--- config.mk ---
export PLATFORM = sky130hd
export DESIGN_NAME = arb10_rr_coder_flat
export DESIGN_NICKNAME = d
export VERILOG_FILES = /design/src/rtl/arb10_rr_coder_if.sv /design/src/rtl/arb10_rr_coder.sv /design/src/flat_wrapper.sv
export SDC_FILE = /design/constraint.sdc
export NUM_CORES = 1
export LEC_CHECK = 0
export CAP_MARGIN = 20
export CORE_AREA = 2 2 86 88
export CTS_CLUSTER_SIZE = 8
export DETAILED_ROUTE_END_ITERATION = 7
export DIE_AREA = 0 0 88 90
export GPL_TIMING_DRIVEN = 0
export PLACE_DENSITY = 0.77
export SYNTH_ARGS = -nofsm -noshare
export SYNTH_HDL_FRONTEND = slang
export SYNTH_SLANG_ARGS = --single-unit
--- constraint.sdc ---
create_clock -name i_clk -period 10.7 [get_ports i_clk]
set_clock_uncertainty 0.05 [all_clocks]
set_input_delay 2.14 -clock i_clk [delete_from_list [all_inputs] [get_ports i_clk]]
set_output_delay 2.14 -clock i_clk [all_outputs]
set_load 0.01 [all_outputs]
--- src/rtl/arb10_rr_coder_if.sv ---
// Request/grant bundle for the 10-way round-robin arbiter.
// Handshake: i_req[k] is a level request, held by requester k for as long
// as it wants service; o_grant/o_code change only on i_clk rising edges and
// a grant is released by an i_done pulse, by dropping i_req[k], or by the
// hold limit, whichever is sampled first.
interface arb10_rr_coder_if;
    logic [9:0] i_req;
    logic       i_done;
    logic [9:0] o_grant;
    logic [3:0] o_code;
    logic       o_busy;
    logic [1:0] o_state;

    modport master (
        output i_req,
        output i_done,
        input  o_grant,
        input  o_code,
        input  o_busy,
        input  o_state
    );

    modport slave (
        input  i_req,
        input  i_done,
        output o_grant,
        output o_code,
        output o_busy,
        output o_state
    );
endinterface

--- src/rtl/arb10_rr_coder.sv ---
// 10-requester round-robin arbiter with bounded hold time and an encoded
// grant index (k+1, zero when idle). States: IDLE -> GRANT -> GAP -> IDLE.
// All outputs are registered; o_state exposes the FSM for debug.
module arb10_rr_coder #(
    parameter int unsigned MAX_HOLD = 15
) (
    input  logic              i_clk,
    input  logic              i_rst,
    arb10_rr_coder_if.slave   bus
);

    typedef enum logic [1:0] {
        ST_IDLE  = 2'd0,
        ST_GRANT = 2'd1,
        ST_GAP   = 2'd2
    } state_t;

    state_t     r_state;
    logic [3:0] r_ptr;
    logic [7:0] r_hold;
    logic [3:0] r_idx;
    logic [9:0] r_grant;
    logic [3:0] r_code;
    logic       r_busy;

    state_t     w_state_nxt;
    logic [3:0] w_ptr_nxt;
    logic [7:0] w_hold_nxt;
    logic [3:0] w_idx_nxt;
    logic [9:0] w_grant_nxt;
    logic [3:0] w_code_nxt;
    logic       w_busy_nxt;

    logic [19:0] w_dbl;
    logic [9:0]  w_rot;
    logic [4:0]  w_sum;
    logic [3:0]  w_sel;
    logic        w_found;
    logic        w_release;

    // Round-robin search: rotate the request vector so ptr lands at bit 0,
    // take the lowest set bit, then map the offset back to a channel index.
    always_comb begin
        w_dbl   = {bus.i_req, bus.i_req} >> r_ptr;
        w_rot   = w_dbl[9:0];
        w_found = |w_rot;
        w_sum   = 5'd0;
        for (int i = 9; i >= 0; i--) begin
            if (w_rot[i]) begin
                w_sum = {1'b0, r_ptr} + 5'(i);
            end
        end
        w_sel = (w_sum >= 5'd10) ? 4'(w_sum - 5'd10) : w_sum[3:0];
    end

    // Next state and registered outputs; one release per grant even when
    // done, request-drop and hold-limit coincide.
    always_comb begin
        w_state_nxt = r_state;
        w_ptr_nxt   = r_ptr;
        w_hold_nxt  = r_hold;
        w_idx_nxt   = r_idx;
        w_grant_nxt = r_grant;
        w_code_nxt  = r_code;
        w_busy_nxt  = r_busy;
        w_release   = bus.i_done || ((bus.i_req & r_grant) == 10'd0) ||
                      (r_hold == 8'(MAX_HOLD));
        case (r_state)
            ST_IDLE: begin
                w_grant_nxt = 10'd0;
                w_code_nxt  = 4'd0;
                w_busy_nxt  = 1'b0;
                if (w_found) begin
                    w_state_nxt = ST_GRANT;
                    w_idx_nxt   = w_sel;
                    w_hold_nxt  = 8'd1;
                    w_grant_nxt = 10'd1 << w_sel;
                    w_code_nxt  = w_sel + 4'd1;
                    w_busy_nxt  = 1'b1;
                end
            end
            ST_GRANT: begin
                w_busy_nxt = 1'b1;
                if (w_release) begin
                    w_state_nxt = ST_GAP;
                    w_grant_nxt = 10'd0;
                    w_code_nxt  = 4'd0;
                    w_ptr_nxt   = (r_idx == 4'd9) ? 4'd0 : r_idx + 4'd1;
                end else begin
                    w_hold_nxt = r_hold + 8'd1;
                end
            end
            ST_GAP: begin
                w_state_nxt = ST_IDLE;
                w_grant_nxt = 10'd0;
                w_code_nxt  = 4'd0;
                w_busy_nxt  = 1'b0;
            end
            default: begin
                w_state_nxt = ST_IDLE;
                w_grant_nxt = 10'd0;
                w_code_nxt  = 4'd0;
                w_busy_nxt  = 1'b0;
            end
        endcase
    end

    // State and output registers; reset abandons any grant and restarts at ch0.
    always_ff @(posedge i_clk or posedge i_rst) begin
        if (i_rst) begin
            r_state <= ST_IDLE;
            r_ptr   <= 4'd0;
            r_hold  <= 8'd0;
            r_idx   <= 4'd0;
            r_grant <= 10'd0;
            r_code  <= 4'd0;
            r_busy  <= 1'b0;
        end else begin
            r_state <= w_state_nxt;
            r_ptr   <= w_ptr_nxt;
            r_hold  <= w_hold_nxt;
            r_idx   <= w_idx_nxt;
            r_grant <= w_grant_nxt;
            r_code  <= w_code_nxt;
            r_busy  <= w_busy_nxt;
        end
    end

    assign bus.o_grant = r_grant;
    assign bus.o_code  = r_code;
    assign bus.o_busy  = r_busy;
    assign bus.o_state = r_state;

endmodule
--- src/flat_wrapper.sv ---
// flat-port wrapper written by rule: the top's interface ports become plain ports
module arb10_rr_coder_flat 
#(
    parameter int unsigned MAX_HOLD = 15
)
  (i_clk, i_rst, bus_i_req, bus_i_done, bus_o_grant, bus_o_code, bus_o_busy, bus_o_state);
  arb10_rr_coder_if bus_i ();
  input  logic i_clk;
  input  logic i_rst;
  input wire logic [$bits(bus_i.i_req)-1:0] bus_i_req;
  input wire logic [$bits(bus_i.i_done)-1:0] bus_i_done;
  output wire logic [$bits(bus_i.o_grant)-1:0] bus_o_grant;
  output wire logic [$bits(bus_i.o_code)-1:0] bus_o_code;
  output wire logic [$bits(bus_i.o_busy)-1:0] bus_o_busy;
  output wire logic [$bits(bus_i.o_state)-1:0] bus_o_state;
  assign bus_i.i_req = bus_i_req;
  assign bus_i.i_done = bus_i_done;
  assign bus_o_grant = bus_i.o_grant;
  assign bus_o_code = bus_i.o_code;
  assign bus_o_busy = bus_i.o_busy;
  assign bus_o_state = bus_i.o_state;
  arb10_rr_coder #(.MAX_HOLD(MAX_HOLD)) u_core (.i_clk(i_clk), .i_rst(i_rst), .bus(bus_i));
endmodule
==> impl_metrics.tcl, run 1 <==
set metrics [dict create \
    outcome "finished, final reports clean" \
    routed_via_density 6.49 \
    cts_hold_buffers 0 \
    grt_use_met2_pct 46.5 \
    antenna_found_initial 0 \
    synth_commonest_cells "46 x nand2_1, 33 x dfrtp_1, 27 x nor2_1" \
    crit_type "input port to register" \
    holdCritPathClass "register to register" \
    synth_edf_count 0 \
    reg2reg_from "u_core.r_ptr[2]$_DFFE_PP0P_" \
    max_freq_mhz 157 \
    syn2layout_area_growth_pct 14.1 \
    initial_core_util_pct 53.6 \
    rows 31 \
    clk_latency_ns 0.29 \
    syn_area_per_cell_sq_um 9.08 \
    ant_nets 0 \
    finalSetupTns_ns 0 \
    crit_fanout 10 \
    worstSetupEndpointType "register" \
    wirelength_microns 10700 \
    setup_violations 0 \
    diodes 0 \
    vias 3582 \
    grt_pass1_wl_microns 18100 \
    drt_pre_antenna_iters 5 \
    fill_cells 606 \
    reg2regPathDepth 16 \
    slew_violations 0 \
    cap_violations 0 \
    drt_iter0_markers 413 \
    yosys.area.top_type "dfrtp_1" \
    cts.sinks 33 \
    postCtsSetupBuffers 0 \
    rrSetupSlack_ns 6.05 \
    yosys.area.top_type_share_pct 22.0 \
    grt_use_met1_pct 38.3 \
    cp-startpoint "bus_i_req[9]" \
    num_io_pins 30 \
    crit_end "u_core.bus.o_grant[8]$_DFFE_PP0P_" \
    io_buffer_count 29 \
    die_h_microns 90 \
    ys_warn_count 0 \
    max_slew_margin_pct 42.6 \
    grt_use_total_pct 28.5 \
    synth_ff_type "dfrtp_1" \
    worstMarginPinSlew_ns 0.861 \
    cts_resized 0 \
    grt_pass1_vias 3572 \
    synth.top_cells.by_area "dfrtp_1 22%, mux4_2 13%, ha_1 5.3%" \
    clkTransAtPathRegs_ns 0.07 \
    gp_congestion 0.947 \
    syn_inst 414 \
    wl_per_cell_microns 19.4 \
    htree_levels 2 \
    dieArea_sq_um 7920 \
    multi_input_area_sq_um 2710 \
    globalRouteMet3Util_pct 4.59 \
    cts_buffer_depth 2 \
    cts_tree "yes" \
    synthDistinctLibCells 77 \
    rsz0062_at_grt "no" \
    synth_seq_cells 33 \
    period_share_pct 59.5 \
    grt_max_degree 24 \
    ff_latch_area_sq_um 826 \
    layout-drive-gt1-share_pct 17.2 \
    cts_buffers 5 \
    syn_nets 443 \
    async_reset_ff_share_pct 100 \
    clockRootBuffer "clkbuf_8" \
    fin_crit_ns 6.37 \
    dp_hpwl_microns 8120 \
    layout.nets 481 \
    grt-ovfl-total 0 \
    synth_area_sq_um 3760 \
    die_x_microns 88 \
    crit_required_ns 10.86 \
    cp-start-kind "input port" \
    reg2reg_to "u_core.bus.o_grant[8]$_DFFE_PP0P_" \
    core_sq_um 7020 \
    yosysMostFrequentCell "nand2_1" \
    arrival_ns 6.53 \
    drcViolationCount 0 \
    ys_seq_area_share_pct 22.0 \
    top_usage_layer "met2" \
    hold_violations 0 \
]
## cell usage in the layout, fill, tap and decap left out, types with 12 or more instances in the layout
cell and n:
clkdlybuf4s50_1 29, a21oi_1 19, nand2_1 46, nor2_1 27, o21ai_0 21, clkbuf_1 12, ha_1 16, nor3_1 13
mux2i_1 14, inv_1 15, mux2_2 13, dfrtp_1 33, mux4_2 21
## sequential cells by signal, indices dropped and copies added (netlist names)
signal / flops
u_core.bus.o_code: 4
u_core.r_ptr: 4
u_core.bus.o_busy: 1
u_core.r_idx: 4
u_core.r_hold: 8
u_core.bus.o_state: 2
u_core.bus.o_grant: 10
## worst max-delay path, cell delays in order
cell and delay, ns:
clkdlybuf4s50_1 0.49, clkbuf_1 0.42, mux2i_1 0.20, and2_1 0.22
o31ai_1 0.68, o311ai_0 0.28, a21oi_1 0.35, o31a_1 0.26
buf_2 0.23, nor2_1 0.07, mux2i_1 0.23, and2_1 0.20
ha_1 0.20, nand3_1 0.10, or3_1 0.36, o211ai_1 0.10
## per-stage QoR
stage / utilization [%] / instances / setup WS, ns / hold slack, ns / area (sq um)
finish: 61.1 / 552 / 4.33 / 0.460 / 4290
global route: 61.1 / 552 / 3.99 / 0.488 / 4290
CTS: 61.0 / 551 / 4.44 / 0.466 / 4290
detailed placement: 59.9 / 543 / 4.14 / 0.440 / 4200
global placement: 59.5 / 542 / 4.19 / 0.418 / 4180
floorplan: - / 414 / 5.19 / 0.418 / 3760
## cells by family (layout without fill, tap and decap cells)
| family | Yosys count | in the layout | share of synthesized area [%] |
|---|---|---|---|
| AOI/OAI and AO/OA | 119 | 119 | 23.7 |
| xor gates and xnor gates | 14 | 14 | 3.26 |
| adders and majority gates | 16 | 16 | 5.32 |
| buffers and inverters | 45 | 84 | 5.92 |
| DFF | 33 | 33 | 22.0 |
| muxes | 52 | 52 | 21.6 |
| and+or+nand+nor | 135 | 135 | 18.3 |
## final cells by class
type                    instances  area share [%]
well taps                      99            2.89
clock inverters                 2           0.233
plain buffers                  29            3.79
multi-input cells             336            63.2
repair buffers                 31            7.58
flip-flops and latches         33            19.2
inverters                      16            1.40
clock buffers                   6            1.69
## worst min-delay path by stage
stage | slack, ns | cells after the start | startpoint | end
final | 0.46 | 2 | u_core.bus.o_code[1]$_DFFE_PP0P_ | u_core.bus.o_code[1]$_DFFE_PP0P_
after global routing | 0.49 | 2 | u_core.bus.o_code[1]$_DFFE_PP0P_ | u_core.bus.o_code[1]$_DFFE_PP0P_
after CTS | 0.47 | 2 | u_core.bus.o_code[1]$_DFFE_PP0P_ | u_core.bus.o_code[1]$_DFFE_PP0P_
after detailed placement | 0.44 | 2 | u_core.bus.o_code[1]$_DFFE_PP0P_ | u_core.bus.o_code[1]$_DFFE_PP0P_
after global placement | 0.42 | 2 | u_core.bus.o_code[2]$_DFFE_PP0P_ | u_core.bus.o_code[2]$_DFFE_PP0P_
after floorplan | 0.42 | 2 | u_core.r_hold[1]$_DFFE_PP0P_ | u_core.r_hold[1]$_DFFE_PP0P_
## routing by layer
metal	share of wire (%)	routed length, microns
met4	3.2	344
met1	40	4330
met3	6.8	727
met5	0	0
met2	50	5320
Power of run 1 is not shown: default switching activity piles up to over one toggle a cycle in this logic, so the estimate is an artifact.
==> inputs of run 2 (changes only) <==
==> constraint.sdc (replaced) <==
create_clock -name i_clk -period 6.4 [get_ports i_clk]
set_clock_uncertainty 0.05 [all_clocks]
set_input_delay 1.28 -clock i_clk [delete_from_list [all_inputs] [get_ports i_clk]]
set_output_delay 1.28 -clock i_clk [all_outputs]
set_load 0.01 [all_outputs]
==> results of run 2 <==
Same layout as run 1 (identical final DEF). Status: finished, final reports clean.
Among the figures that moved: setup slack after placement 4.14 ns -> 0.705 ns; setup slack after layout 4.33 ns -> 0.888 ns; register-to-register setup slack 6.05 ns -> 1.75 ns
Power of run 2 is left out for the same reason.
==> inputs of run 3 (changes only) <==
--- a/config.mk
+++ b/config.mk
@@ -7,7 +7,7 @@
 export LEC_CHECK = 0
 export CAP_MARGIN = 20
 export CORE_AREA = 2 2 86 88
-export CTS_CLUSTER_SIZE = 8
+export CTS_CLUSTER_SIZE = 14
 export DETAILED_ROUTE_END_ITERATION = 7
 export DIE_AREA = 0 0 88 90
 export GPL_TIMING_DRIVEN = 0
==> results of run 3 <==
Same layout as run 1 (identical final DEF). Status: finished, final reports clean.
Among the figures that moved: setup slack after placement 4.14 ns -> 0.705 ns; setup slack after layout 4.33 ns -> 0.888 ns; register-to-register setup slack 6.05 ns -> 1.75 ns
Power of run 3 is left out for the same reason.
